<file path="config.mk">
export PLATFORM = sky130hd
export DESIGN_NAME = signed_divider_seq
export DESIGN_NICKNAME = d
export VERILOG_FILES = /design/src/rtl/fast_mult_pkg.sv /design/src/rtl/div_step.sv /design/src/rtl/signed_divider_seq.sv
export SDC_FILE = /design/constraint.sdc
export NUM_CORES = 1
export LEC_CHECK = 0
export ABC_AREA = 0
export BUFFER_PORTS_ARGS = -buffer_cell sky130_fd_sc_hd__buf_2
export CORE_ASPECT_RATIO = 2
export CORE_MARGIN = 5
export CORE_UTILIZATION = 62
export DETAILED_ROUTE_END_ITERATION = 10
export GPL_TIMING_DRIVEN = 0
export PLACE_DENSITY = 0.88
export SKIP_CTS_REPAIR_TIMING = 1
export SLEW_MARGIN = 20
export SYNTH_ARGS = -nofsm -noshare
export SYNTH_HDL_FRONTEND = slang
export SYNTH_SLANG_ARGS = --single-unit
export TNS_END_PERCENT = 1
</file>
<file path="constraint.sdc">
create_clock -name clk -period 5.8 [get_ports clk]
set_clock_uncertainty 0.15 [all_clocks]
set_input_delay 0.58 -clock clk [delete_from_list [all_inputs] [get_ports clk]]
set_output_delay 0.58 -clock clk [all_outputs]
set_load 0.02 [all_outputs]
</file>
<file path="src/rtl/fast_mult_pkg.sv">
// Shared types and helpers for the multiplier/divider family.
package fast_mult_pkg;

    localparam int unsigned DEFAULT_WIDTH = 4;

    typedef enum logic [1:0] {
        IDLE,
        CALC,
        FIX,
        DONE
    } state_t;

    // Two's-complement magnitude of a sign-extended value; the most negative value maps to its exact unsigned magnitude
    function automatic logic [63:0] tc_mag(input logic [63:0] x);
        return x[63] ? (~x + 64'd1) : x;
    endfunction

endpackage

</file>
<file path="src/rtl/div_step.sv">
// One restoring-division iteration: shift in the next dividend bit, trial-subtract, restore on borrow.
module div_step
    import fast_mult_pkg::*;
#(
    parameter int unsigned WIDTH = DEFAULT_WIDTH
) (
    input  logic [WIDTH-1:0] rem_in,
    input  logic             bit_in,
    input  logic [WIDTH-1:0] divisor,
    output logic [WIDTH-1:0] rem_next_c,
    output logic             q_bit_c
);

    logic [WIDTH:0] shifted;

    assign shifted = {rem_in, bit_in};

    always_comb begin
        q_bit_c    = (shifted >= {1'b0, divisor});
        rem_next_c = WIDTH'(shifted);
        if (q_bit_c) begin
            rem_next_c = WIDTH'(shifted - {1'b0, divisor});
        end
    end

endmodule

</file>
<file path="src/rtl/signed_divider_seq.sv">
// Sequential signed divider: 2*WIDTH-bit dividend by WIDTH-bit divisor, one quotient bit per cycle.
module signed_divider_seq
    import fast_mult_pkg::*;
#(
    parameter int unsigned WIDTH = DEFAULT_WIDTH
) (
    input  logic               clk,
    input  logic               rst,
    input  logic               in_valid,
    output logic               in_ready,
    input  logic [2*WIDTH-1:0] dividend,
    input  logic [WIDTH-1:0]   divisor,
    output logic               out_valid,
    input  logic               out_ready,
    output logic [WIDTH-1:0]   quotient,
    output logic [WIDTH-1:0]   remainder,
    output logic               div_by_zero,
    output logic               overflow
);

    localparam int unsigned DW = 2 * WIDTH;
    localparam int unsigned CW = $clog2(WIDTH);
    localparam logic [WIDTH-1:0] POS_MAX = {1'b0, {(WIDTH-1){1'b1}}};
    localparam logic [WIDTH-1:0] NEG_MAX = {1'b1, {(WIDTH-1){1'b0}}};

    state_t           state_q, state_d;
    logic [CW-1:0]    cnt_q, cnt_d;
    logic             neg_q_q, neg_q_d;
    logic             neg_r_q, neg_r_d;
    logic             dz_q, dz_d;
    logic             ovp_q, ovp_d;
    logic [WIDTH-1:0] prem_q, prem_d;
    logic [WIDTH-1:0] qsh_q, qsh_d;
    logic [WIDTH-1:0] dvs_q, dvs_d;
    logic [WIDTH-1:0] dvd_lo_q, dvd_lo_d;
    logic [WIDTH-1:0] quotient_q, quotient_d;
    logic [WIDTH-1:0] remainder_q, remainder_d;
    logic             div_by_zero_q, div_by_zero_d;
    logic             overflow_q, overflow_d;
    logic             out_valid_q, out_valid_d;
    logic             in_ready_q, in_ready_d;

    logic [DW-1:0]    dvd_mag_c;
    logic [WIDTH-1:0] dvs_mag_c;
    logic [WIDTH-1:0] step_rem_c;
    logic             step_q_c;
    logic             fix_ov_c;

    assign dvd_mag_c = DW'(tc_mag(64'($signed(dividend))));
    assign dvs_mag_c = WIDTH'(tc_mag(64'($signed(divisor))));

    // Partial remainder stays below the divisor, so WIDTH bits hold it between steps
    div_step #(.WIDTH(WIDTH)) u_step (
        .rem_in     (prem_q),
        .bit_in     (qsh_q[WIDTH-1]),
        .divisor    (dvs_q),
        .rem_next_c (step_rem_c),
        .q_bit_c    (step_q_c)
    );

    assign fix_ov_c = neg_q_q ? (qsh_q > NEG_MAX) : (qsh_q > POS_MAX);

    always_ff @(posedge clk or posedge rst) begin
        if (rst) begin
            state_q       <= IDLE;
            cnt_q         <= '0;
            neg_q_q       <= 1'b0;
            neg_r_q       <= 1'b0;
            dz_q          <= 1'b0;
            ovp_q         <= 1'b0;
            prem_q        <= '0;
            qsh_q         <= '0;
            dvs_q         <= '0;
            dvd_lo_q      <= '0;
            quotient_q    <= '0;
            remainder_q   <= '0;
            div_by_zero_q <= 1'b0;
            overflow_q    <= 1'b0;
            out_valid_q   <= 1'b0;
            in_ready_q    <= 1'b1;
        end else begin
            state_q       <= state_d;
            cnt_q         <= cnt_d;
            neg_q_q       <= neg_q_d;
            neg_r_q       <= neg_r_d;
            dz_q          <= dz_d;
            ovp_q         <= ovp_d;
            prem_q        <= prem_d;
            qsh_q         <= qsh_d;
            dvs_q         <= dvs_d;
            dvd_lo_q      <= dvd_lo_d;
            quotient_q    <= quotient_d;
            remainder_q   <= remainder_d;
            div_by_zero_q <= div_by_zero_d;
            overflow_q    <= overflow_d;
            out_valid_q   <= out_valid_d;
            in_ready_q    <= in_ready_d;
        end
    end

    always_comb begin
        state_d       = state_q;
        cnt_d         = cnt_q;
        neg_q_d       = neg_q_q;
        neg_r_d       = neg_r_q;
        dz_d          = dz_q;
        ovp_d         = ovp_q;
        prem_d        = prem_q;
        qsh_d         = qsh_q;
        dvs_d         = dvs_q;
        dvd_lo_d      = dvd_lo_q;
        quotient_d    = quotient_q;
        remainder_d   = remainder_q;
        div_by_zero_d = div_by_zero_q;
        overflow_d    = overflow_q;
        out_valid_d   = out_valid_q;
        in_ready_d    = in_ready_q;

        case (state_q)
            IDLE: begin
                if (in_valid && in_ready_q) begin
                    neg_r_d    = dividend[DW-1];
                    neg_q_d    = dividend[DW-1] ^ divisor[WIDTH-1];
                    dz_d       = (divisor == '0);
                    ovp_d      = (dvd_mag_c[DW-1:WIDTH] >= dvs_mag_c);
                    prem_d     = dvd_mag_c[DW-1:WIDTH];
                    qsh_d      = dvd_mag_c[WIDTH-1:0];
                    dvs_d      = dvs_mag_c;
                    dvd_lo_d   = dividend[WIDTH-1:0];
                    cnt_d      = '0;
                    in_ready_d = 1'b0;
                    state_d    = CALC;
                end
            end
            CALC: begin
                // Zero divisor and a quotient of 2^WIDTH or more finish on the first CALC edge
                if (dz_q) begin
                    div_by_zero_d = 1'b1;
                    overflow_d    = 1'b0;
                    quotient_d    = '1;
                    remainder_d   = dvd_lo_q;
                    out_valid_d   = 1'b1;
                    state_d       = DONE;
                end else if (ovp_q) begin
                    div_by_zero_d = 1'b0;
                    overflow_d    = 1'b1;
                    quotient_d    = '0;
                    remainder_d   = '0;
                    out_valid_d   = 1'b1;
                    state_d       = DONE;
                end else begin
                    prem_d = step_rem_c;
                    qsh_d  = {qsh_q[WIDTH-2:0], step_q_c};
                    if (cnt_q == CW'(WIDTH - 1)) begin
                        cnt_d   = '0;
                        state_d = FIX;
                    end else begin
                        cnt_d = cnt_q + CW'(1);
                    end
                end
            end
            FIX: begin
                div_by_zero_d = 1'b0;
                overflow_d    = fix_ov_c;
                quotient_d    = fix_ov_c ? '0 : (neg_q_q ? -qsh_q : qsh_q);
                remainder_d   = fix_ov_c ? '0 : (neg_r_q ? -prem_q : prem_q);
                out_valid_d   = 1'b1;
                state_d       = DONE;
            end
            DONE: begin
                if (out_ready) begin
                    out_valid_d = 1'b0;
                    in_ready_d  = 1'b1;
                    state_d     = IDLE;
                end
            end
            default: begin
                state_d = IDLE;
            end
        endcase
    end

    assign in_ready    = in_ready_q;
    assign out_valid   = out_valid_q;
    assign quotient    = quotient_q;
    assign remainder   = remainder_q;
    assign div_by_zero = div_by_zero_q;
    assign overflow    = overflow_q;

endmodule

</file>
==> out/metrics.cfg <==
[outcome]
status = complete, no violations

[sta]
min_period_over_period_pct = 41.24
rsz0062_at_grt = false
slew_viol_final = 0
final.min_clock_period_ns = 2.392
worstMarginPinSlew_ns = 0.7522
finalSetupViolCount = 0
holdWs_ns = 0.2608
tns_ns = 0
fmax_mhz = 418.0
maxSlewHeadroom_pct = 49.78
finalHoldViolCount = 0

[power]
peakVddDrop_v = 0.0004065
power_density_mw_per_mm2 = 581.4
p_leak_nw = 1.207
power_w = 0.001475

[placed_design]
place.gp.congestion = 0.8217
portBuffers = 26
hpwl_microns = 3772
place_area_sq_mm = 0.002429

[detailed_routing]
avgViaCountPerCell = 5.722
dr_total_vias = 1814
routedWlPerCell_microns = 15.24
routed_wl_microns = 4832
dr.pass1.iters = 4
drc = 0
first_iter_violations = 41
final_antenna_net_count = 0

[final_layout]
design_area_sq_mm = 0.002536
utilization_pct = 71.07
final_common_cell = dfrtp_1
diodes = 0
area_growth_pct = 13.37
final_nets = 301
multiInputGateArea_sq_mm = 0.001196
n_fill_cell = 291
mostFrequentLayoutCells = dfrtp_1 (35), nand2_1 (29), buf_2 (27), o21ai_0 (20), ha_1 (17)
layout-drive-gt1-share_pct = 20.52
register_area_sq_um = 902.1

[clock_network]
insertion_delay_ns = 0.29
htreeDepth = 2
cts_tree = built
root_buffer = clkbuf_8
clkTransAtPathRegs_ns = 0.07
numCtsBuffers = 5
cts_num_sinks = 36
clk_path_buf_depth = 2

[setup_path]
path_class = in -> reg
cp_max_fo = 4
worstSetupStartpointType = input port
end_kind = register
timing.critical_path.required_ns = 5.80
crit_arrival_ns = 2.40

[global_routing]
grt_usage_pct = 23.41
antenna_found_initial = 0
overflow = 0
grt_pass1_vias = 1929
grt_max_degree = 37
grt_pass1_wl_microns = 8611

[die]
die_y_microns = 94.95
rows = 31
io-pin-count = 28
initial_core_util_pct = 62.69
core_sq_mm = 0.003568
die_area_sq_mm = 0.004983
die_x_microns = 52.48

[synthesis]
synthDistinctLibCells = 50
postSynthAreaPerCell_sq_um = 9.560
yosys_warnings = 0
netlist_instances = 234
synth_seq_cells = 36
syn_nets = 268
synth-edff-count = 0
synthArstFlopShare_pct = 100.0
synth-main-ff-cell = dfrtp_1
netlist_area_sq_mm = 0.002237
synth_seq_area_share_pct = 40.32

[worst_hold_path]
min_path_type = in -> async

[job]
cap_violations = 0

## area by class of cell
class / count / share of cell area, %
plain buffers: 9 / 2.565
clock inverters: 2 / 1.381
clock buffers: 6 / 2.861
well taps: 49 / 2.417
flip-flops and latches: 36 / 35.57
multi-input cells: 170 / 47.16
repair buffers: 26 / 5.131
inverters: 19 / 2.911
## metrics by stage
step	worst slack [ns]	cells
floorplan	3.469	234
global placement	3.179	309
detailed placement	3.134	309
CTS	3.434	317
global route	3.284	317
finish	3.408	317
## metal layers
metal | vias up | wire length [microns] | track usage, %
li1 | 892 | - | -
met1 | 859 | 1775 | 23.86
met2 | 45 | 2624 | 42.43
met3 | 18 | 192 | 3.791
met4 | 0 | 239 | 14.07
met5 | - | 0 | 0
## logic make-up (layout without fill, tap and decap cells)
family	count (synthesis)	after routing	synth area share (%)
muxes	10	10	4.810
AOI/OAI and AO/OA	73	73	21.25
buffers and inverters	28	62	6.207
adders and majority gates	18	18	10.40
xor gates and xnor gates	12	12	4.698
DFF	36	36	40.32
and+or+nand+nor	57	57	12.30
## synthesized netlist by cell type, types with 4 or more instances
cell type	number	area, sq um
nor2_1	8	30.03
nor2b_1	5	31.28
o21ai_1	5	25.02
dfrtp_1	35	875.8
nand2_1	29	108.9
mux2_2	6	67.56
xnor2_1	9	78.83
inv_1	17	63.81
buf_6	4	45.04
o31ai_1	9	67.56
ha_1	17	212.7
o21ai_0	20	100.1
a21oi_1	10	50.05
mux2i_1	4	40.04
## power breakdown
| group | switching (W) | internal [W] | total [W] |
|---|---|---|---|
| registers | 0.0000917 | 0.000364 | 0.000456 |
| clock network | 0.0000891 | 0.000128 | 0.000217 |
| logic | 0.000454 | 0.000349 | 0.000802 |
## final timing paths
kind / from / end / slack (ns) / cells past startpoint
worst max-delay path: dividend[0] / ovp_q$_DFFE_PP0P_ / 3.41 / 11
worst min-delay path: rst / qsh_q[2]$_DFFE_PP0P_ / 0.26 / 2
worst max register to register: prem_q[1]$_DFFE_PP0P_ / prem_q[1]$_DFFE_PP0P_ / 3.62 / 6
worst min register to register: quotient[2]$_DFFE_PP0P_ / quotient[2]$_DFFE_PP0P_ / 0.32 / 2
max in group asynchronous: rst / dz_q$_DFFE_PP0P_ / 4.75 / 2
min in group clk: quotient[2]$_DFFE_PP0P_ / quotient[2]$_DFFE_PP0P_ / 0.32 / 2
## critical path, cell delays in order
cell      delay [ns]
buf_2           0.12
inv_1           0.06
ha_1            0.25
a21boi_0        0.24
xnor2_1         0.19
ha_1            0.26
nand2b_1        0.13
a21o_1          0.17
a21o_1          0.16
a21oi_1         0.14
o21ai_0         0.08
## registers in the layout, indices dropped and copies added, names as in the netlist, 2 cells and up
name and flops:
cnt_q 2, dvd_lo_q 4, dvs_q 4, prem_q 4, qsh_q 4, quotient 4
remainder 4, state_q 2
Power figures use the tool's default switching activity.
